==> src/rtl/traffic_phase_controller.sv <==
// Actuated four-approach traffic controller with all-red clearance and maintenance flash.
// Optional pedestrian walk window is enabled by defining PED_WALK_EN.
module traffic_phase_controller #(
    parameter int unsigned CNT_W  = 8,
    parameter int unsigned T_MAIN = 7,
    parameter int unsigned T_TURN = 5,
    parameter int unsigned T_SIDE = 3,
    parameter int unsigned T_YEL  = 2,
    parameter int unsigned T_RED  = 1
`ifdef PED_WALK_EN
    ,
    parameter int unsigned T_WALK = 2
`endif
) (
    input  logic       clk,
    input  logic       rst,
    input  logic       tick,
    input  logic       turn_req,
    input  logic       side_req,
    input  logic       flash,
`ifdef PED_WALK_EN
    input  logic       ped_req,
    output logic       ped_walk,
`endif
    output logic [2:0] light_M1,
    output logic [2:0] light_M2,
    output logic [2:0] light_MT,
    output logic [2:0] light_S,
    output logic [3:0] phase
);

    typedef enum logic [3:0] {
        MAIN_G = 4'd0,
        M2_Y   = 4'd1,
        TURN_G = 4'd2,
        TURN_Y = 4'd3,
        MAIN_Y = 4'd4,
        CLR_A  = 4'd5,
        SIDE_G = 4'd6,
        SIDE_Y = 4'd7,
        CLR_B  = 4'd8,
        FLASH  = 4'd9
    } state_t;

    localparam logic [CNT_W-1:0] MAIN_LAST = CNT_W'(T_MAIN - 1);
    localparam logic [CNT_W-1:0] TURN_LAST = CNT_W'(T_TURN - 1);
    localparam logic [CNT_W-1:0] SIDE_LAST = CNT_W'(T_SIDE - 1);
    localparam logic [CNT_W-1:0] YEL_LAST  = CNT_W'(T_YEL - 1);
    localparam logic [CNT_W-1:0] RED_LAST  = CNT_W'(T_RED - 1);

    localparam logic [2:0] L_R   = 3'b100;
    localparam logic [2:0] L_Y   = 3'b010;
    localparam logic [2:0] L_G   = 3'b001;
    localparam logic [2:0] L_OFF = 3'b000;

    state_t           state, state_n;
    logic [CNT_W-1:0] timer, timer_n, last;
    logic             turn_p, side_p, flash_on, flash_on_n;
    logic             turn_entry, side_entry, side_set;

    // Terminal timer value of the current phase
    always_comb begin
        last = '0;
        case (state)
            MAIN_G:                        last = MAIN_LAST;
            M2_Y, TURN_Y, MAIN_Y, SIDE_Y:  last = YEL_LAST;
            TURN_G:                        last = TURN_LAST;
            SIDE_G:                        last = SIDE_LAST;
            CLR_A, CLR_B:                  last = RED_LAST;
            default:                       last = '0;
        endcase
    end

    always_comb begin
        state_n    = state;
        timer_n    = timer;
        flash_on_n = flash_on;
        if (flash) begin
            if (state != FLASH) begin
                state_n    = FLASH;
                timer_n    = '0;
                flash_on_n = 1'b1;
            end else if (tick) begin
                flash_on_n = ~flash_on;
            end
        end else if (state == FLASH) begin
            state_n = CLR_B;
            timer_n = '0;
        end else if (tick) begin
            if (timer != last) begin
                timer_n = timer + CNT_W'(1);
            end else begin
                timer_n = '0;
                case (state)
                    MAIN_G: begin
                        // Rest in main green with the timer saturated until a request arrives
                        if (turn_p)      state_n = M2_Y;
                        else if (side_p) state_n = MAIN_Y;
                        else             timer_n = timer;
                    end
                    M2_Y:    state_n = TURN_G;
                    TURN_G:  state_n = TURN_Y;
                    TURN_Y:  state_n = CLR_A;
                    MAIN_Y:  state_n = CLR_A;
                    CLR_A:   state_n = side_p ? SIDE_G : MAIN_G;
                    SIDE_G:  state_n = SIDE_Y;
                    SIDE_Y:  state_n = CLR_B;
                    CLR_B:   state_n = MAIN_G;
                    default: state_n = CLR_B;
                endcase
            end
        end
    end

    assign turn_entry = (state_n == TURN_G) && (state != TURN_G);
    assign side_entry = (state_n == SIDE_G) && (state != SIDE_G);
`ifdef PED_WALK_EN
    assign side_set   = side_req | ped_req;
`else
    assign side_set   = side_req;
`endif

`ifdef PED_WALK_EN
    logic ped_p, walk_on;
`endif

    // Request latches are frozen during FLASH; a phase entry clear wins over a set
    always_ff @(posedge clk or posedge rst) begin
        if (rst) begin
            state    <= CLR_B;
            timer    <= '0;
            flash_on <= 1'b0;
            turn_p   <= 1'b0;
            side_p   <= 1'b0;
`ifdef PED_WALK_EN
            ped_p    <= 1'b0;
            walk_on  <= 1'b0;
`endif
        end else begin
            state    <= state_n;
            timer    <= timer_n;
            flash_on <= flash_on_n;
            if (turn_entry)                        turn_p <= 1'b0;
            else if (state != FLASH && turn_req)   turn_p <= 1'b1;
            if (side_entry)                        side_p <= 1'b0;
            else if (state != FLASH && side_set)   side_p <= 1'b1;
`ifdef PED_WALK_EN
            if (side_entry) begin
                ped_p   <= 1'b0;
                walk_on <= ped_p;
            end else if (state != FLASH && ped_req) begin
                ped_p   <= 1'b1;
            end
`endif
        end
    end

`ifdef PED_WALK_EN
    assign ped_walk = (state == SIDE_G) && walk_on &&
                      ({1'b0, timer} < (CNT_W + 1)'(T_WALK));
`endif

    // Lamp decode from registered state only
    always_comb begin
        light_M1 = L_R;
        light_M2 = L_R;
        light_MT = L_R;
        light_S  = L_R;
        phase    = 4'(state);
        case (state)
            MAIN_G: begin light_M1 = L_G; light_M2 = L_G; end
            M2_Y:   begin light_M1 = L_G; light_M2 = L_Y; end
            TURN_G: begin light_M1 = L_G; light_MT = L_G; end
            TURN_Y: begin light_M1 = L_Y; light_MT = L_Y; end
            MAIN_Y: begin light_M1 = L_Y; light_M2 = L_Y; end
            SIDE_G: light_S = L_G;
            SIDE_Y: light_S = L_Y;
            FLASH: begin
                light_M1 = flash_on ? L_Y : L_OFF;
                light_M2 = flash_on ? L_Y : L_OFF;
                light_MT = flash_on ? L_Y : L_OFF;
                light_S  = flash_on ? L_R : L_OFF;
            end
            default: ;
        endcase
    end

endmodule

==> config.mk <==
export PLATFORM = sky130hd
export DESIGN_NAME = traffic_phase_controller
export DESIGN_NICKNAME = d
export VERILOG_FILES = /design/src/rtl/traffic_phase_controller.sv
export SDC_FILE = /design/constraint.sdc
export NUM_CORES = 1
export LEC_CHECK = 0
export CAP_MARGIN = 20
export CORE_MARGIN = 8
export CORE_UTILIZATION = 56
export CTS_CLUSTER_SIZE = 28
export DETAILED_ROUTE_END_ITERATION = 8
export PLACE_DENSITY = 0.89
export REMOVE_ABC_BUFFERS = 1
export SLEW_MARGIN = 5
export SYNTH_ARGS = -nofsm -noshare
export SYNTH_HDL_FRONTEND = slang
export SYNTH_SLANG_ARGS = --single-unit
==> constraint.sdc <==
create_clock -name clk -period 6.15 [get_ports clk]
set_input_delay 1.23 -clock clk [delete_from_list [all_inputs] [get_ports clk]]
set_output_delay 1.23 -clock clk [all_outputs]
set_load 0.02 [all_outputs]
== Word level (Yosys, flattened, before mapping) ==
Memories as Yosys holds them, arrays and structs flattened.
Cells that the tools add are included.

* Add/subtract/negate cells: 1
* Eq/ne operators: 17
* Muxes and demuxes: 29
* Bitwise operators: 1
* Reduce and logical (&&, ||, !) cells: 14

{| class="wikitable"
|+ Operator list
! kind !! count
|-
| $mux W8 || 8
|-
| $pmux W3 S3 || 4
|-
| $mux W4 || 7
|-
| $pmux W4 S7 || 1
|-
| $eq A4 B3 Y1 const B || 5
|-
| $eq A4 B2 Y1 const B || 3
|-
| $add A8 B1 Y8 const B || 1
|-
| $eq A4 B4 Y1 const B || 2
|-
| $ne A8 B8 Y1 || 1
|-
| $mux W1 || 6
|-
| $mux W3 || 2
|-
| $ne A6 B6 Y1 const B || 1
|-
| $reduce_bool A2 Y1 || 3
|-
| $eq A4 B1 Y1 const B || 1
|-
| $logic_and A1 B1 Y1 || 4
|-
| $logic_not A4 Y1 || 1
|-
| $ne A4 B2 Y1 const B || 1
|-
| $ne A4 B3 Y1 const B || 1
|-
| $ne A4 B4 Y1 const B || 1
|-
| $reduce_or A2 Y1 || 2
|-
| $reduce_and A3 Y1 || 1
|-
| $reduce_bool A3 Y1 || 1
|-
| $reduce_or A3 Y1 || 1
|-
| $mux W2 || 1
|-
| 3 further kinds || 3
|}

* Register bits: 15
* ROM bits: 48
* Bits of input ports: 6
* Output and inout port bits: 16
* Word-level logic and storage cells: 68
* Memories: 1

{| class="wikitable"
|+ Memories
! name !! words !! bits a word !! rd ports !! clocked after Yosys merged registers in !! wr ports !! line !! source
|-
| (no name shown) || 16 || 3 || 1 || 0 || 0 || 64 || <nowiki>case (state)</nowiki>
|}

== Logic depth before layout (Yosys ltp) ==
Gate-level depths: netlist (run 1).

* Depth after elaboration: 10
* Depth in mapped cells: 9
* Gate-level depth less buffers: 8

== Worst setup path before layout (run 1) ==
Ideal clock, no wire load.

* Kind: reg2out
* Start point: register state[2] (netlist: phase[2])
* End point: output light_M2[1]
* Data arrival time: 1.692 ns
* Required time: 4.920 ns
* Setup slack: 3.228 ns
* Stages on the path, launching flop included: 6
* Buffers on the path: 2
* Path through: dfrtp_1 > buf_2 > buf_1 > nor2b_1 > a21oi_1 > o21ai_0

* Cells in the longest elaborated chain, start to end: 3
* Elaborated cells between the ends (all ways): 6
* Those cells by class: 3 x eq/ne; 1 x mux; 2 x reduce/logical

{| class="wikitable"
|+ Ends and longest elaborated chain
! item !! line !! source
|-
| from (decl) || 56 || <nowiki>state_t state, state_n;</nowiki>
|-
| from (signal assigned) || 140 || <nowiki>state <= state_n;</nowiki>
|-
| $eq A4 B3 Y1 or $eq A4 B1 Y1 (tied branches) || 170 || <nowiki>case (state)</nowiki>
|-
| $reduce_or A2 Y1 (no line) || - ||
|-
| $pmux W3 S3 (*) || 170 ||
|-
| to (decl) || 26 || <nowiki>output logic [2:0] light_M2,</nowiki>
|}

Mark *: on every way between the ends. The rest lies on a longest branch, timed or not.

== Worst setup path in the final report (run 1) ==
* Start point: register state[0] (netlist: phase[0])
* End point: output light_S[2]

* Cells in the longest elaborated chain, start to end: 2
* Elaborated cells between the ends (all ways): 4
* Those cells by class: 3 x eq/ne; 1 x mux

{| class="wikitable"
|+ Ends and longest elaborated chain
! item !! line !! source
|-
| $eq A4 B4 Y1 or $eq A4 B3 Y1 (tied branches) || 170 ||
|-
| $pmux W3 S3 (*) || 170 ||
|-
| to (decl) || 28 || <nowiki>output logic [2:0] light_S,</nowiki>
|}

Marks and branches as above.

==> impl_metrics.yaml, run 1 <==
status:
  status: "finished clean"
timing:
  worst_slew_pin_slew_ns: 0.7445
  worst_clock_skew_ns: 0.002813
  rsz0062_at_grt: "false"
  final-hold-violation-count: 0
  tns_ns: 0
  fin_crit_sh: 0.6080
  hold_ws_ns: 0.5670
  max_freq_ghz: 0.2674
  drv_slew: 0
  setup_viol: 0
  finalCriticalPeriod_ns: 3.739
  slew_headroom: 0.5036
logic_synthesis:
  synth_cell_types: 52
  synthCells: 156
  ys_seq_area_frac: 0.3016
  ys_warn_count: 0
  avgSynthCellArea_um2: 8.004
  synth.top_cell.area_share: 0.2806
  synth-main-ff-cell: "dfrtp_1"
  synthArstFlopShare: 1.000
  yosys.area.top_type: "dfrtp_1"
  synth.area.top_cells: "dfrtp_1 28%, o21ai_0 6.4%, ha_1 6.0%"
  syn_area_um2: 1249
  synth-edff-count: 0
  synth-seq-cells: 15
floorplan:
  die_w_um: 63.22
  coreArea_um2: 2170
  start_util: 0.5755
  io_pins: 22
  die_h_um: 63.22
  row_count: 17
  die_area_um2: 3997
global_route:
  grt_max_degree: 25
  grt_pass1_wl_um: 5540
  grt_pass1_vias: 1253
  track_usage: 0.1638
  grt_overflow: 0
  antenna_found_initial: 0
worst_setup_path:
  crit_required_ns: 4.92
  end_kind: "primary output"
  crit_type: "reg -> out"
  setup.worst_path.start_class: "flip-flop"
  cp_max_fo: 9
  arrival_ns: 2.51
worst_hold_path:
  hold_path_class: "reg -> reg"
layout:
  mostFrequentLayoutCells: "21 x clkdlybuf4s50_1, 16 x o21ai_0, 15 x nand2_1"
  nets: 187
  stdcell_area_um2: 1490
  layout_commonest_cell: "clkdlybuf4s50_1"
  area_delta_synth_final_pct: 19.34
  drive_above_1_share: 0.08621
  diodes: 0
clocking:
  htreeDepth: 1
  cts-resized-gates: 0
  cts_sinks: 15
  cts_setup_buffers: 0
  clock_latency_ns: 0.29
  cts_hold_buf: 0
  clk_transition_reported_paths_ns: 0.09
  cts_buffers: 3
  cts_root_buf: "clkbuf_4"
  cts_tree: "built"
  clk_path_buf_depth: 2
placed_design:
  place_hpwl_um: 2576
  numPortBuffers: 21
  dpl_cell_area_um2: 1464
  place_congestion: 0.9147
route:
  ant_nets: 0
  drtIter0Drc: 42
  drt_pass1_iterations: 6
  wirelength_um: 3415
  wl_per_cell_um: 16.91
  drc: 0
  routed_via_density: 6.416
  via_count: 1296
power_and_ir_drop:
  p_leak_uw: 0.0005916
  p_per_area_nw_per_um2: 366.9
  ir_worst_vdd_mv: 0.2484
flow_run:
  cap_viol_max_count: 0
[synthesized netlist by cell type, types with 2 or more instances]
library cell / number
o31ai_1: 2
buf_1: 2
nor4_1: 3
nor3_1: 4
clkbuf_1: 2
o21ai_0: 16
buf_2: 3
a21oi_1: 14
nor2b_1: 4
and2_1: 2
nand2b_1: 3
nand2_1: 15
nand3_1: 5
dfrtp_1: 14
inv_1: 9
a31oi_1: 4
nor2_1: 8
or3_1: 5
ha_1: 6
o211ai_1: 3
[power breakdown]
| group | internal (uW) | switching (uW) |
|---|---|---|
| clock | 25.2 | 33.3 |
| sequential | 112 | 31.2 |
| combinational | 142 | 204 |
| total | 279 | 268 |
[layout make-up]
cell class | instances | area [um2]
tap | 28 | 35.03
multi-input combinational | 125 | 808.3
inverter | 9 | 33.78
timing repair buffer | 21 | 210.2
sequential | 15 | 376.6
fill | 194 | 679.4
clock buffer | 4 | 26.28
[layer usage]
layer / vias up / GRT usage / share of wire
li1: 611 / - / -
met1: 605 / 0.1754 / 0.42
met2: 66 / 0.2881 / 0.49
met3: 14 / 0.04417 / 0.062
met4: 0 / 0.08357 / 0.026
met5: - / 0 / 0
[cell families (layout without fill, tap and decap cells)]
group,Yosys count,count (layout),synth area share
buf+inv,16,34,0.05110
compound gates,54,54,0.2766
mux,2,2,0.02004
flops,15,15,0.3016
fa+ha+maj,6,6,0.06012
xor+xnor,1,1,0.007015
simple gates,62,62,0.2836
[worst max-delay path: stages (launching register included)]
cell	delay (ns)
dfrtp_1	0.53
ha_1	0.33
nor2b_1	0.35
nand2_1	0.22
o32a_1	0.24
clkdlybuf4s50_1	0.54
[state kept, by name (all words and copies together), names as in the netlist]
register  flops
flash_on      1
phase         4
side_p        1
timer         8
turn_p        1
[path summary, 6_finish.rpt]
kind | slack [ns] | depth (start not counted) | endpoint | from
worst max register to register | 3.16 | 8 | timer[7] | phase[0]
worst min-delay path | 0.57 | 2 | timer[7] | timer[7]
worst min register to register | 0.57 | 2 | timer[7] | timer[7]
worst max-delay path | 2.41 | 5 | light_S[2] | phase[0]
min in group asynchronous | 1.29 | 2 | timer[5] | rst
max in group asynchronous | 4.48 | 2 | flash_on | rst
[metrics by stage]
stage | setup WS, ns | total power (uW) | utilization | instances
floorplan | 3.213 | 352.5 | - | 149
global placement | 2.901 | 475.6 | 0.6747 | 198
detailed placement | 2.763 | 485.0 | 0.6747 | 198
CTS | 2.453 | 542.6 | 0.6869 | 202
global route | 2.269 | 584.5 | 0.6869 | 202
finish | 2.411 | 546.7 | 0.6869 | 202
Power figures use the tool's default switching activity.
==> run 2, diff against run 1 <==
--- a/config.mk
+++ b/config.mk
@@ -6,11 +6,12 @@
 export NUM_CORES = 1
 export LEC_CHECK = 0
 export CAP_MARGIN = 20
+export CORE_ASPECT_RATIO = 2
 export CORE_MARGIN = 8
-export CORE_UTILIZATION = 56
+export CORE_UTILIZATION = 47
 export CTS_CLUSTER_SIZE = 28
 export DETAILED_ROUTE_END_ITERATION = 8
-export PLACE_DENSITY = 0.89
+export PLACE_DENSITY = 0.8
 export REMOVE_ABC_BUFFERS = 1
 export SLEW_MARGIN = 5
 export SYNTH_ARGS = -nofsm -noshare
==> constraint.sdc (replaced) <==
create_clock -name clk -period 3.15 [get_ports clk]
set_input_delay 0.63 -clock clk [delete_from_list [all_inputs] [get_ports clk]]
set_output_delay 0.63 -clock clk [all_outputs]
set_load 0.02 [all_outputs]
==> impl_metrics.yaml, run 2 (synthesis results as in run 1) <==
timing:
  setup_viol: 0
  worst_slew_pin_slew_ns: 0.7253
  finalCriticalPeriod_ns: 2.947
  rsz0062_at_grt: "false"
  slew_headroom: 0.5164
  worst_clock_skew_ns: 0.0004443
  max_freq_ghz: 0.3394
  tns_ns: 0
  drv_slew: 0
  final-hold-violation-count: 0
  fin_crit_sh: 0.9354
  hold_ws_ns: 0.5687
floorplan:
  start_util: 0.4921
  die_h_um: 88.90
  die_w_um: 52.45
  io_pins: 22
  row_count: 26
  coreArea_um2: 2537
  die_area_um2: 4662
power_and_ir_drop:
  p_seq_frac: 0.248
  p_int_uw: 596.4
  p_leak_uw: 0.0006058
  ir_worst_vdd_mv: 0.4129
  combPwrFrac: 0.612
  power_switching_uw: 522.0
  p_per_area_nw_per_um2: 736.3
  total_power_uw: 1118
  sw_frac_of_total: 0.4667
  clock_power_share: 0.140
route:
  drt_pass1_iterations: 5
  via_count: 1284
  drc: 0
  wl_per_cell_um: 17.66
  routed_via_density: 6.325
  drtIter0Drc: 49
  wirelength_um: 3585
  ant_nets: 0
layout:
  nets: 188
  multi_input_area_um2: 810.8
  layout_commonest_cell: "clkdlybuf4s50_1"
  top_register: "timer"
  utilization: 0.5986
  largest_register_ffs: 8
  seq_area_um2: 376.6
  mostFrequentLayoutCells: "21 x clkdlybuf4s50_1, 16 x o21ai_0, 15 x nand2_1"
  area_delta_synth_final_pct: 21.64
  drive_above_1_share: 0.09714
  diodes: 0
  n_fill_cell: 242
  stdcell_area_um2: 1519
worst_setup_path:
  rr_worst_depth: 9
  crit_type: "reg -> out"
  rrSetupSlack_ns: 0.50
  arrival_ns: 2.32
  rr_startpoint: "phase[0]"
  rr_endpoint: "side_p"
  end_kind: "primary output"
  cp_max_fo: 7
  setup.worst_path.start_class: "flip-flop"
  crit_required_ns: 2.52
clocking:
  clock_latency_ns: 0.25
  cts_sinks: 15
  cts-resized-gates: 0
  htreeDepth: 1
  clk_path_buf_depth: 2
  cts_hold_buf: 0
  clk_transition_reported_paths_ns: 0.06
  cts_root_buf: "clkbuf_8"
  cts_tree: "built"
  cts_buffers: 3
  cts_setup_buffers: 0
global_route:
  track_usage: 0.1567
  grt_pass1_vias: 1239
  grt_overflow: 0
  grt_pass1_wl_um: 5568
  grt_max_degree: 25
  antenna_found_initial: 0
status:
  status: "finished clean"
worst_hold_path:
  min_path_cells: 2
  hp-start: "timer[7]"
  min_to: "timer[7]"
  hold_path_class: "reg -> reg"
placed_design:
  place_congestion: 0.9844
  place_hpwl_um: 2832
  dpl_cell_area_um2: 1471
  numPortBuffers: 21
flow_run:
  cap_viol_max_count: 0
-- run 2: cell count changes in the layout (fill, tap and decap cells not counted), sizes merged --
| cell | delta |
|---|---|
| buf | +1 |
-- run 2: final cells by class --
type | count | area share
tap | 28 | 0.02306
multi-input combinational | 125 | 0.5338
clock buffer | 4 | 0.02965
sequential | 15 | 0.2479
inverter | 9 | 0.02224
timing repair buffer | 22 | 0.1433
-- run 2: power groups by stage --
stage | clock network, uW | logic, uW | registers [uW]
floorplan | 0 | 411 | 277
global placement | 0 | 669 | 276
detailed placement | 0 | 680 | 278
CTS | 161 | 685 | 274
global route | 171 | 739 | 284
finish | 156 | 685 | 277
-- run 2: worst max path at each step --
stage          slack [ns]     start          to
4_1_cts              0.11  phase[1]  light_S[2]
2_1_floorplan        0.53  phase[0]    timer[7]
3_5_place_dp         0.39  phase[1]  light_S[2]
6_report             0.20  phase[1]  light_S[2]
3_3_place_gp         0.46  phase[0]  light_S[2]
5_1_grt              0.04  phase[0]  light_S[2]
-- run 2: through the flow --
stage               instances  setup WS, ns
floorplan                 149        0.5261
finish                    203        0.2035
detailed placement        199        0.3861
CTS                       203        0.1088
global placement          199        0.4563
global route              203       0.03644
-- run 2: routing by layer --
layer / GRT usage / vias up / wire [um] / share of wire
met5: 0 / - / 0 / 0
met4: 0.1209 / 0 / 246 / 0.069
met3: 0.02333 / 19 / 172 / 0.048
met2: 0.2964 / 52 / 1921 / 0.54
met1: 0.1360 / 599 / 1244 / 0.35
li1: - / 614 / - / -
-- run 2: critical path, stage by stage, from the launching register on --
cell and delay (ns):
dfrtp_1 0.45, inv_1 0.10, ha_1 0.27, nor2b_2 0.29, nand2_1 0.20, o32a_1 0.23
clkdlybuf4s50_1 0.54
==> run 3, diff against run 2 <==
--- a/config.mk
+++ b/config.mk
@@ -11,6 +11,7 @@
 export CORE_UTILIZATION = 47
 export CTS_CLUSTER_SIZE = 28
 export DETAILED_ROUTE_END_ITERATION = 8
+export HOLD_SLACK_MARGIN = 0.12
 export PLACE_DENSITY = 0.8
 export REMOVE_ABC_BUFFERS = 1
 export SLEW_MARGIN = 5
==> results of run 3 <==
The final DEF is identical to that of run 2; final timing and power are the same.
